### src/rtl/rs_ff_monitor.sv
// rs_ff_monitor: checks an RS flip-flop design's Q/Q_bar against a pipelined reference model
module rs_ff_monitor #(
    parameter int LATENCY     = 1,
    parameter int CNT_W       = 8,
    parameter bit STOP_ON_ERR = 1'b0
) (
    input  logic             clock,
    input  logic             resetn,
    input  logic             clear,
    input  logic             S_mon,
    input  logic             R_mon,
    input  logic             Q,
    input  logic             Q_bar,
    output logic             err_pulse,
    output logic [CNT_W-1:0] err_count,
    output logic [CNT_W-1:0] forbid_count,
    output logic [1:0]       state,
    output logic             pass
);
    typedef enum logic [1:0] {SYNC = 2'd0, CHECK = 2'd1, FORBID = 2'd2, FAULT = 2'd3} state_e;
    state_e             state_q, state_d;
    logic [LATENCY-1:0] pq_q, pq_d, pv_q, pv_d;
    logic [CNT_W-1:0]   err_q, err_d, forb_q, forb_d;
    logic               pulse_q, pass_q, pass_d;
    logic               forb, mism, cmp_v, cmp_q, all_v, ref_q_d, ref_v_d;
    // Reference model, expected-value pipeline (index 0 newest), compare, counters and FSM next state
    always_comb begin
        forb    = S_mon & R_mon;
        ref_q_d = (S_mon ^ R_mon) ? S_mon : pq_q[0];
        ref_v_d = (S_mon ^ R_mon) | (~forb & pv_q[0]);
        pq_d    = (pq_q << 1) | LATENCY'(ref_q_d);
        pv_d    = (pv_q << 1) | LATENCY'(ref_v_d);
        cmp_v   = pv_q[LATENCY-1];
        cmp_q   = pq_q[LATENCY-1];
        all_v   = &pv_q;
        mism    = cmp_v & ((Q != cmp_q) | (Q_bar == cmp_q));
        err_d   = err_q + CNT_W'(mism & ~&err_q);
        forb_d  = forb_q + CNT_W'(forb & ~&forb_q);
        state_d = state_q;
        unique case (state_q)
            SYNC:    state_d = mism ? FAULT : (cmp_v & ~forb) ? CHECK : SYNC;
            CHECK:   state_d = mism ? FAULT : forb ? FORBID : CHECK;
            FORBID:  state_d = mism ? FAULT : (all_v & ~forb) ? CHECK : FORBID;
            FAULT:   state_d = (STOP_ON_ERR | mism) ? FAULT : forb ? FORBID : CHECK;
            default: state_d = SYNC;
        endcase
        pass_d = (state_d == CHECK) && (err_d == '0);
    end
    // Register everything; reset and clear both flush the pipeline and return to SYNC
    always_ff @(posedge clock) begin
        if (!resetn || clear) begin
            pq_q    <= '0;
            pv_q    <= '0;
            err_q   <= '0;
            forb_q  <= '0;
            state_q <= SYNC;
            pulse_q <= 1'b0;
            pass_q  <= 1'b0;
        end else begin
            pq_q    <= pq_d;
            pv_q    <= pv_d;
            err_q   <= err_d;
            forb_q  <= forb_d;
            state_q <= state_d;
            pulse_q <= mism;
            pass_q  <= pass_d;
        end
    end
    assign err_pulse    = pulse_q;
    assign err_count    = err_q;
    assign forbid_count = forb_q;
    assign state        = state_q;
    assign pass         = pass_q;
endmodule
### config.mk
export PLATFORM = sky130hd
export DESIGN_NAME = rs_ff_monitor
export DESIGN_NICKNAME = d
export VERILOG_FILES = /design/src/rtl/rs_ff_monitor.sv
export SDC_FILE = /design/constraint.sdc
export NUM_CORES = 1
export LEC_CHECK = 0
export CAP_MARGIN = 20
export CELL_PAD_IN_SITES_DETAIL_PLACEMENT = 1
export CELL_PAD_IN_SITES_GLOBAL_PLACEMENT = 1
export CORE_AREA = 4 4 57 59
export CTS_CLUSTER_SIZE = 16
export DETAILED_ROUTE_END_ITERATION = 8
export DIE_AREA = 0 0 61 63
export PLACE_DENSITY_LB_ADDON = 0.1
export SYNTH_ARGS = -nofsm -noshare
export SYNTH_HDL_FRONTEND = slang
export SYNTH_SLANG_ARGS = --single-unit
export TNS_END_PERCENT = 30
### constraint.sdc
create_clock -name clock -period 5.6 [get_ports clock]
set_input_delay 0.84 -clock clock [delete_from_list [all_inputs] [get_ports clock]]
set_output_delay 0.84 -clock clock [all_outputs]
set_load 0.01 [all_outputs]
Word-level counts from Yosys, hierarchy flattened

Index checks and enable logic that the tools add are counted.

Flip-flop bits (word level): 22
Bits of input ports: 7
Output and inout bits: 20
Word-level logic and storage cells: 41

$add $sub $neg: 2
Equal/unequal tests: 6
Multiplexer cells: 7
Bitwise logic cells: 9
Reductions and logical operators: 10

Operator list:

| operator                                       | count |
|---|---|
| adder 8 x 1 -> 8 bit                           | 2 |
| AND reduction 8 bit                            | 2 |
| 2-to-1 mux 2 bit                               | 5 |
| zero test 8 bit                                | 1 |
| one-hot mux 2 bit (3 select lines)             | 1 |
| bitwise AND 1 bit                              | 5 |
| == test 2 x 1 -> 1 bit (second input constant) | 2 |
| == test 2 bit (second input constant)          | 2 |
| zero test 1 bit                                | 3 |
| zero test 2 bit                                | 1 |
| OR 1 bit                                       | 2 |
| OR reduction 2 bit                             | 1 |
| == test 1 bit                                  | 1 |
| logical AND 1 bit                              | 1 |
| logical OR 1 bit                               | 1 |
| 2-to-1 mux 1 bit                               | 1 |
| inequality test 1 bit                          | 1 |
| NOT 1 bit                                      | 1 |
| XOR 1 bit                                      | 1 |

Logic depth before layout (Yosys ltp)

Gate-level depths: netlist of run 1.

Word-level depth: 8
Depth in mapped cells: 9
Gate-level depth less buffers: 9

Worst setup path after synthesis of run 1

OpenSTA, ideal clock, no wires.

Path kind: in2reg
Start point: input Q
End point: register pass_q (netlist: pass)
Library setup time: 0.117 ns
Arrival time: 2.430 ns
Data required time: 5.483 ns
Path slack: 3.053 ns
Stages: 9
Buffers on the path: 0
Cell sequence: nand2b_1 -> o221ai_1 -> a31oi_1 -> ha_1 -> ha_1 -> and3_1 -> o211ai_1 -> o41ai_1 -> and4bb_2

Longest elaborated chain between the ends: 7
Elaborated cells between the ends (all ways): 12
Those cells by class: add/sub: 1; eq/ne: 2; mux: 4; bitwise: 3; reduce/logical: 2

Ends and longest elaborated chain:

| what                                                                              | line   | text |
|---|---|---|
| from (decl)                                                                       | 12     | `input logic Q,` |
| inequality test 1 bit *                                                           | 36     | `mism = cmp_v & ((Q != cmp_q) \| (Q_bar == cmp_q));` |
| OR 1 bit *                                                                        | 36     |  |
| bitwise AND 1 bit *                                                               | 36     |  |
| bitwise AND 1 bit (tied with other cells)                                         | 37     | `err_d = err_q + CNT_W'(mism & ~&err_q);` |
| adder 8 x 1 -> 8 bit / one-hot mux 2 bit (3 select lines) (equally long branches) | 37, 40 |  |
| zero test 8 bit / == test 2 x 1 -> 1 bit (equally long branches)                  | 47     | `pass_d = (state_d == CHECK) && (err_d == '0);` |
| logical AND 1 bit *                                                               | 47     |  |
| to (signal assigned)                                                              | 66     | `pass_q <= pass_d;` |
| to (decl)                                                                         | 24     | `logic pulse_q, pass_q, pass_d;` |

Every way passes the cells marked *; elsewhere a longest branch is shown, timed or not.
A chain may end at the register's enable or synchronous reset.

Final worst setup path of run 1

Start point: input Q_bar
End point: register pass_q (netlist: pass)

Longest elaborated chain between the ends: 7
Elaborated cells between the ends (all ways): 12
Those cells by class: add/sub: 1; eq/ne: 2; mux: 4; bitwise: 3; reduce/logical: 2

Ends and longest elaborated chain:

| what                                                                              | line   | text |
|---|---|---|
| from (decl)                                                                       | 13     | `input logic Q_bar,` |
| == test 1 bit *                                                                   | 36     |  |
| OR 1 bit *                                                                        | 36     |  |
| bitwise AND 1 bit *                                                               | 36     |  |
| bitwise AND 1 bit (tied with other cells)                                         | 37     |  |
| adder 8 x 1 -> 8 bit / one-hot mux 2 bit (3 select lines) (equally long branches) | 37, 40 |  |
| zero test 8 bit / == test 2 x 1 -> 1 bit (equally long branches)                  | 47     |  |
| logical AND 1 bit *                                                               | 47     |  |

Marked as above.

==> results of run 1 <==
==> worst max-delay path by stage <==
stage | cells past startpoint | endpoint
floorplan | 9 | pass$_SDFF_PP0_
global placement | 10 | pass$_SDFF_PP0_
detailed placement | 10 | pass$_SDFF_PP0_
CTS | 10 | pass$_SDFF_PP0_
global route | 10 | pass$_SDFF_PP0_
finish | 10 | pass$_SDFF_PP0_
==> layer usage <==
metal / GRT usage (%) / vias to the layer above / part of all wire, % / wire [um]
met2: 20.9 / 14 / 47 / 1030
met4: 5.69 / 0 / 0.82 / 18
met5: 0 / - / 0 / 0
met1: 16.6 / 397 / 47 / 1050
met3: 2.89 / 2 / 5.0 / 111
li1: - / 426 / - / -
==> critical path: stages <==
cell and delay, ns:
clkdlybuf4s50_1 0.50, nand2b_1 0.08, o221ai_1 0.34, a31oi_1 0.09, ha_1 0.24, ha_1 0.28, and3_1 0.21, o211ai_1 0.16
o41ai_1 0.09, and4bb_2 0.23
==> synth_stat cells <==
cell type / instances / area share (%)
o221ai_1: 1 / 0.90
inv_1: 1 / 0.39
nand3_1: 5 / 2.6
and3_2: 2 / 1.5
and4bb_2: 1 / 1.3
and2_1: 4 / 2.6
nand2_1: 5 / 1.9
nand4_1: 3 / 1.9
clkbuf_8: 1 / 1.4
clkbuf_1: 1 / 0.39
mux2i_1: 1 / 1.0
nand2b_1: 2 / 1.3
dfxtp_1: 22 / 45
nor3_1: 1 / 0.51
a21oi_1: 6 / 3.1
o21ai_0: 2 / 1.0
and3_1: 3 / 1.9
a31oi_1: 1 / 0.64
nor2_1: 17 / 6.6
o22ai_1: 2 / 1.3
or3_1: 2 / 1.3
ha_1: 5 / 6.4
and4_2: 1 / 1.0
nor2b_1: 1 / 0.64
xor2_1: 8 / 7.2
a211oi_1: 2 / 1.5
xnor2_1: 3 / 2.7
o41ai_1: 1 / 0.90
o211ai_1: 1 / 0.77
==> registers in the layout, summed over array words and instances, names as in the netlist <==
register / cells
cmp_q: 1
forbid_count: 8
err_count: 8
all_v: 1
state: 2
pass: 1
err_pulse: 1
==> through the flow <==
step | instances | setup WS [ns] | cell area, um^2 | hold slack, ns
2_1_floorplan | 105 | 3.05 | 973 | 0.499
3_3_place_gp | 160 | 2.48 | 1250 | 0.482
3_5_place_dp | 160 | 2.42 | 1250 | 0.498
4_1_cts | 164 | 2.76 | 1290 | 0.517
5_1_grt | 164 | 2.63 | 1290 | 0.548
6_report | 164 | 2.77 | 1290 | 0.516
==> cells by family after synthesis <==
family | synth area share [%]
XOR/XNOR | 9.90
flip-flops | 45.2
AND/OR/NAND/NOR | 25.1
buffers and inverters | 2.18
adder cells (fa/ha/maj) | 6.43
multiplexers | 1.03
AO/OA/AOI/OAI | 10.2
==> cells in the final DEF, fill, tap and decap left out, types with 4 or more instances in the layout <==
cell type,n
nor2_1,17
clkdlybuf4s50_1,26
a21oi_1,6
and2_1,4
nand2_1,5
dfxtp_1,22
nand3_1,5
xor2_1,8
ha_1,5
==> final cells by class <==
type                    instances  area (um^2)
repair buffers                 26          260
inverters                       1         3.75
clock buffers                   4         36.3
multi-input cells              80          512
flip-flops and latches         22          440
well taps                      31         38.8
fillers                       329         1420
==> power by group through the flow <==
| stage | Combinational (mW) | Clock [mW] | Sequential [mW] |
|---|---|---|---|
| floorplan | 0.0104 | 0 | 0.164 |
| global placement | 0.0196 | 0 | 0.164 |
| detailed placement | 0.0199 | 0 | 0.164 |
| CTS | 0.0202 | 0.0925 | 0.160 |
| global route | 0.0223 | 0.0989 | 0.161 |
| finish | 0.0197 | 0.0889 | 0.160 |
==> out/metrics.cfg, run 1 <==
[die]
die_y_um = 63
num_rows = 19
ioPinCount = 27
core-area_um2 = 2710
initial_core_util_pct = 35.9
die-area_um2 = 3840
die_w_um = 61

[sta]
hold_violations = 0
skew_ns = 0.00523
slew_viol_final = 0
fin_crit_sh_pct = 50.5
fmax_mhz = 354
fin_crit_ns = 2.83
rsz0062_at_grt = no
slew_headroom_pct = 55.4
worst_pin_slew_ns = 0.669
setup_tns_ns = 0
finalSetupViolations = 0

[drt]
routed-via-count = 839
drtPass1Iterations = 3
drc = 0
antenna_left = 0
wire_per_inst_um = 13.5
viasPerCell = 5.12
drt-total-wl_um = 2210
drt-initial-drc-count = 16

[pwr]
p_leak_nw = 0.480
p_per_area_nw_per_um2 = 208
power_frac_clock_pct = 33.1
p_sw_mw = 0.0598
power_mw = 0.269
combPwrFrac_pct = 7.3
power.share.switching_pct = 22.3
peakVddDrop_uv = 127
p_int_mw = 0.209
seq_power_share_pct = 59.6

[critical_path]
crit_type = in2reg
r2r_start = cmp_q$_SDFFE_PP0P_
cp_max_fo = 7
worstPathArrival_ns = 3.04
cp.required_ns = 5.82
r2r-end = pass$_SDFF_PP0_
worstSetupStartpointType = input port
worst-r2r-cell-count = 9
worstSetupEndpointType = flop
reg2reg_setup_slack_ns = 3.40
crit_start = Q_bar

[clock_network]
path_clk_slew_ns = 0.13
tritoncts = done
cts.sinks = 22
clock-root-buffer = clkbuf_4
postCtsSetupBuffers = 0
h-tree-depth = 1
cts_buffers = 3
clockBufferDepth = 2
post_cts_resized = 0
hold_buffers = 0
worstSkewPairLatency_ns = 0.31

[synthesis]
syn-cell-area_um2 = 973
syn_avg_cell_area_um2 = 9.27
ys_types = 29
ys_seq_area_share_pct = 45.2
syn_nets = 117
yosysWarnings = 0
ys_seq_elements = 22
syn-instance-count = 105

[cells_and_area]
drive_gt1_share_pct = 6.02
antenna_cells = 0
nets = 146
fin_util_pct = 47.6
area_growth_syn_to_layout_pct = 32.6

[global_routing]
grt_usage_pct = 13.1
grt.overflow.total = 0
antenna_found_initial = 0
first_global_vias = 872
grt_max_degree = 18
grt_pass1_wl_um = 3930

[run_status]
status = complete, no violations

[worst_hold_path]
hold_path.startpoint = forbid_count[7]$_SDFF_PP0_
whs_endpoint = forbid_count[7]$_SDFF_PP0_
whs_path_depth = 2
min-delay-path-class = reg2reg

[place]
io_buffers = 26
gp_congestion = 0.749
hpwl_um = 1680

[job]
cap_violations = 0

Note: power is estimated with default switching activity, not from simulation.
==> run 2, diff against run 1 <==
--- a/config.mk
+++ b/config.mk
@@ -8,10 +8,10 @@
 export CAP_MARGIN = 20
 export CELL_PAD_IN_SITES_DETAIL_PLACEMENT = 1
 export CELL_PAD_IN_SITES_GLOBAL_PLACEMENT = 1
-export CORE_AREA = 4 4 57 59
+export CORE_AREA = 4 4 62 64
 export CTS_CLUSTER_SIZE = 16
 export DETAILED_ROUTE_END_ITERATION = 8
-export DIE_AREA = 0 0 61 63
+export DIE_AREA = 0 0 66 68
 export PLACE_DENSITY_LB_ADDON = 0.1
 export SYNTH_ARGS = -nofsm -noshare
 export SYNTH_HDL_FRONTEND = slang
==> constraint.sdc (replaced) <==
create_clock -name clock -period 2.5 [get_ports clock]
set_input_delay 0.375 -clock clock [delete_from_list [all_inputs] [get_ports clock]]
set_output_delay 0.375 -clock clock [all_outputs]
set_load 0.01 [all_outputs]
==> run 2 against run 1 <==
Compared with the run above:
- critical path depth stayed put
- utilization shrank 6.4 points
- setup slack worse by 2.5 ns
- flip-flop and latch count unchanged
- die area rose by 17%
- first-iteration DRC count rose to 2.6 times the previous value
- clock skew is 0.0031 ns higher
- wire length increased by 16%
- global-route usage is 0.83 points lower
- via count is 4.6% higher
- clock-buffer cell count is the same
- design area increased by 4.9%
- largest cell class unchanged
- largest power group unchanged
==> out/metrics.cfg, run 2 (synthesis gave the netlist of run 1 again) <==
[run_status]
status = complete, no violations

[clock_network]
h-tree-depth = 1
clockBufferDepth = 2
clock-root-buffer = clkbuf_4
postCtsSetupBuffers = 0
worstSkewPairLatency_ns = 0.32
cts_buffers = 3
post_cts_resized = 0
hold_buffers = 0
path_clk_slew_ns = 0.13
cts.sinks = 22
tritoncts = done

[job]
cap_violations = 0

[sta]
fin_crit_ns = 2.23
slew_viol_final = 0
fin_crit_sh_pct = 89.1
setup_tns_ns = 0
hold_violations = 0
slew_headroom_pct = 79.8
skew_ns = 0.00837
finalSetupViolations = 0
rsz0062_at_grt = no
fmax_mhz = 449
worst_pin_slew_ns = 0.304

[critical_path]
crit_type = in2reg
worstPathArrival_ns = 2.49
crit_path_frequent_cell = ha_1
worstPathCellList = clkdlybuf4s50_1 > nand2b_1 > o221ai_1 > a31oi_1 > ha_1 > ha_1 > buf_4 > xnor2_1 > nand4_1 > and4bb_2
cp_max_fo = 4
cp.required_ns = 2.76
slowest_delay_ns = 0.42
critical_path.top_delay_family = simple AND/OR/NAND/NOR gates
crit_buf_inv = 2
crit_slowest_cell = clkdlybuf4s50_1
worstSetupEndpointType = flop
worstSetupStartpointType = input port

[cells_and_area]
area_growth_syn_to_layout_pct = 39.2
antenna_cells = 0
mostFrequentLayoutCells = clkdlybuf4s50_1, dfxtp_1, nor2_1
num-fill-cells = 402
final_common_cell = clkdlybuf4s50_1
drive_gt1_share_pct = 10.1
nets = 152
stdcell_area_um2 = 1360

[drt]
drt-initial-drc-count = 42
drt-total-wl_um = 2560
top_layer = met4
wl_met1_um = 1200
met3_length_um = 111
drtPass1Iterations = 4
routed-via-count = 878
met2_length_um = 1200
antenna_left = 0
viasPerCell = 4.75
drc = 0
wire_per_inst_um = 13.8

[pwr]
p_per_area_nw_per_um2 = 450
peakVddDrop_uv = 184
p_leak_nw = 0.509
power_mw = 0.610

[place]
io_buffers = 26
hpwl_um = 1970
dpl_cell_area_um2 = 1320
gp_congestion = 0.767

[die]
die-area_um2 = 4490
die_y_um = 68
initial_core_util_pct = 29.6
num_rows = 21
core-area_um2 = 3280
ioPinCount = 27
die_w_um = 66

[worst_hold_path]
min-delay-path-class = reg2reg

[global_routing]
grt.overflow.total = 0
grt_max_degree = 17
grt_pass1_wl_um = 4130
grt_usage_pct = 12.3
antenna_found_initial = 0
first_global_vias = 857

## run 2: cell types whose count changed in the layout (fill, tap and decap cells not counted)
| cell | delta |
|---|---|
| buf_4 | +6 |
## run 2: layout make-up
| cell class | count | area [um^2] | share of cell area, % |
|---|---|---|---|
| tap | 46 | 57.6 | 4.25 |
| multi-input combinational | 80 | 512 | 37.8 |
| sequential | 22 | 440 | 32.5 |
| inverter | 1 | 3.75 | 0.277 |
| clock buffer | 4 | 36.3 | 2.68 |
| timing repair buffer | 32 | 305 | 22.5 |
## run 2: layer usage
| layer | GRT usage [%] | up-vias |
|---|---|---|
| met5 | 0 | - |
| met4 | 6.09 | 0 |
| met3 | 2.79 | 5 |
| met2 | 19.8 | 17 |
| met1 | 15.5 | 418 |
| li1 | - | 438 |
## run 2: per-stage QoR
| stage | hold WS, ns | instances | util, % | setup slack, ns |
|---|---|---|---|---|
| after floorplan | 0.499 | 105 | - | 0.418 |
| after global placement | 0.484 | 181 | 40.2 | 0.0168 |
| after detailed placement | 0.501 | 181 | 40.2 | -0.0552 |
| after CTS | 0.521 | 185 | 41.3 | 0.270 |
| after global routing | 0.562 | 185 | 41.3 | 0.176 |
| final | 0.516 | 185 | 41.3 | 0.273 |
## run 2: worst paths after layout
path                                   start                         end  slack, ns  cells after the start
hold reg to reg   forbid_count[5]$_SDFF_PP0_  forbid_count[5]$_SDFF_PP0_       0.52                      2
hold / removal    forbid_count[5]$_SDFF_PP0_  forbid_count[5]$_SDFF_PP0_       0.52                      2
setup / recovery                           Q             pass$_SDFF_PP0_       0.27                     10
setup reg to reg     err_count[3]$_SDFF_PP0_             pass$_SDFF_PP0_       0.39                      8
## run 2: power breakdown
part	switching (mW)	leakage, nW	internal (mW)	total [mW]
combinational	0.0224	0.310	0.0262	0.0486
sequential	0.00386	0.178	0.355	0.359
clock	0.113	0.0210	0.0890	0.202
## run 2: worst min-delay path, stage by stage (launching register included)
cell and delay, ns:
dfxtp_1 0.35, o21ai_0 0.08, a21oi_1 0.06
==> run 3, diff against run 2 <==
--- a/config.mk
+++ b/config.mk
@@ -9,9 +9,10 @@
 export CELL_PAD_IN_SITES_DETAIL_PLACEMENT = 1
 export CELL_PAD_IN_SITES_GLOBAL_PLACEMENT = 1
 export CORE_AREA = 4 4 62 64
-export CTS_CLUSTER_SIZE = 16
+export CTS_CLUSTER_SIZE = 25
 export DETAILED_ROUTE_END_ITERATION = 8
 export DIE_AREA = 0 0 66 68
+export HOLD_SLACK_MARGIN = 0.1
 export PLACE_DENSITY_LB_ADDON = 0.1
 export SYNTH_ARGS = -nofsm -noshare
 export SYNTH_HDL_FRONTEND = slang
==> results of run 3 <==
No change in the layout: final DEF, timing and power equal those of run 2.
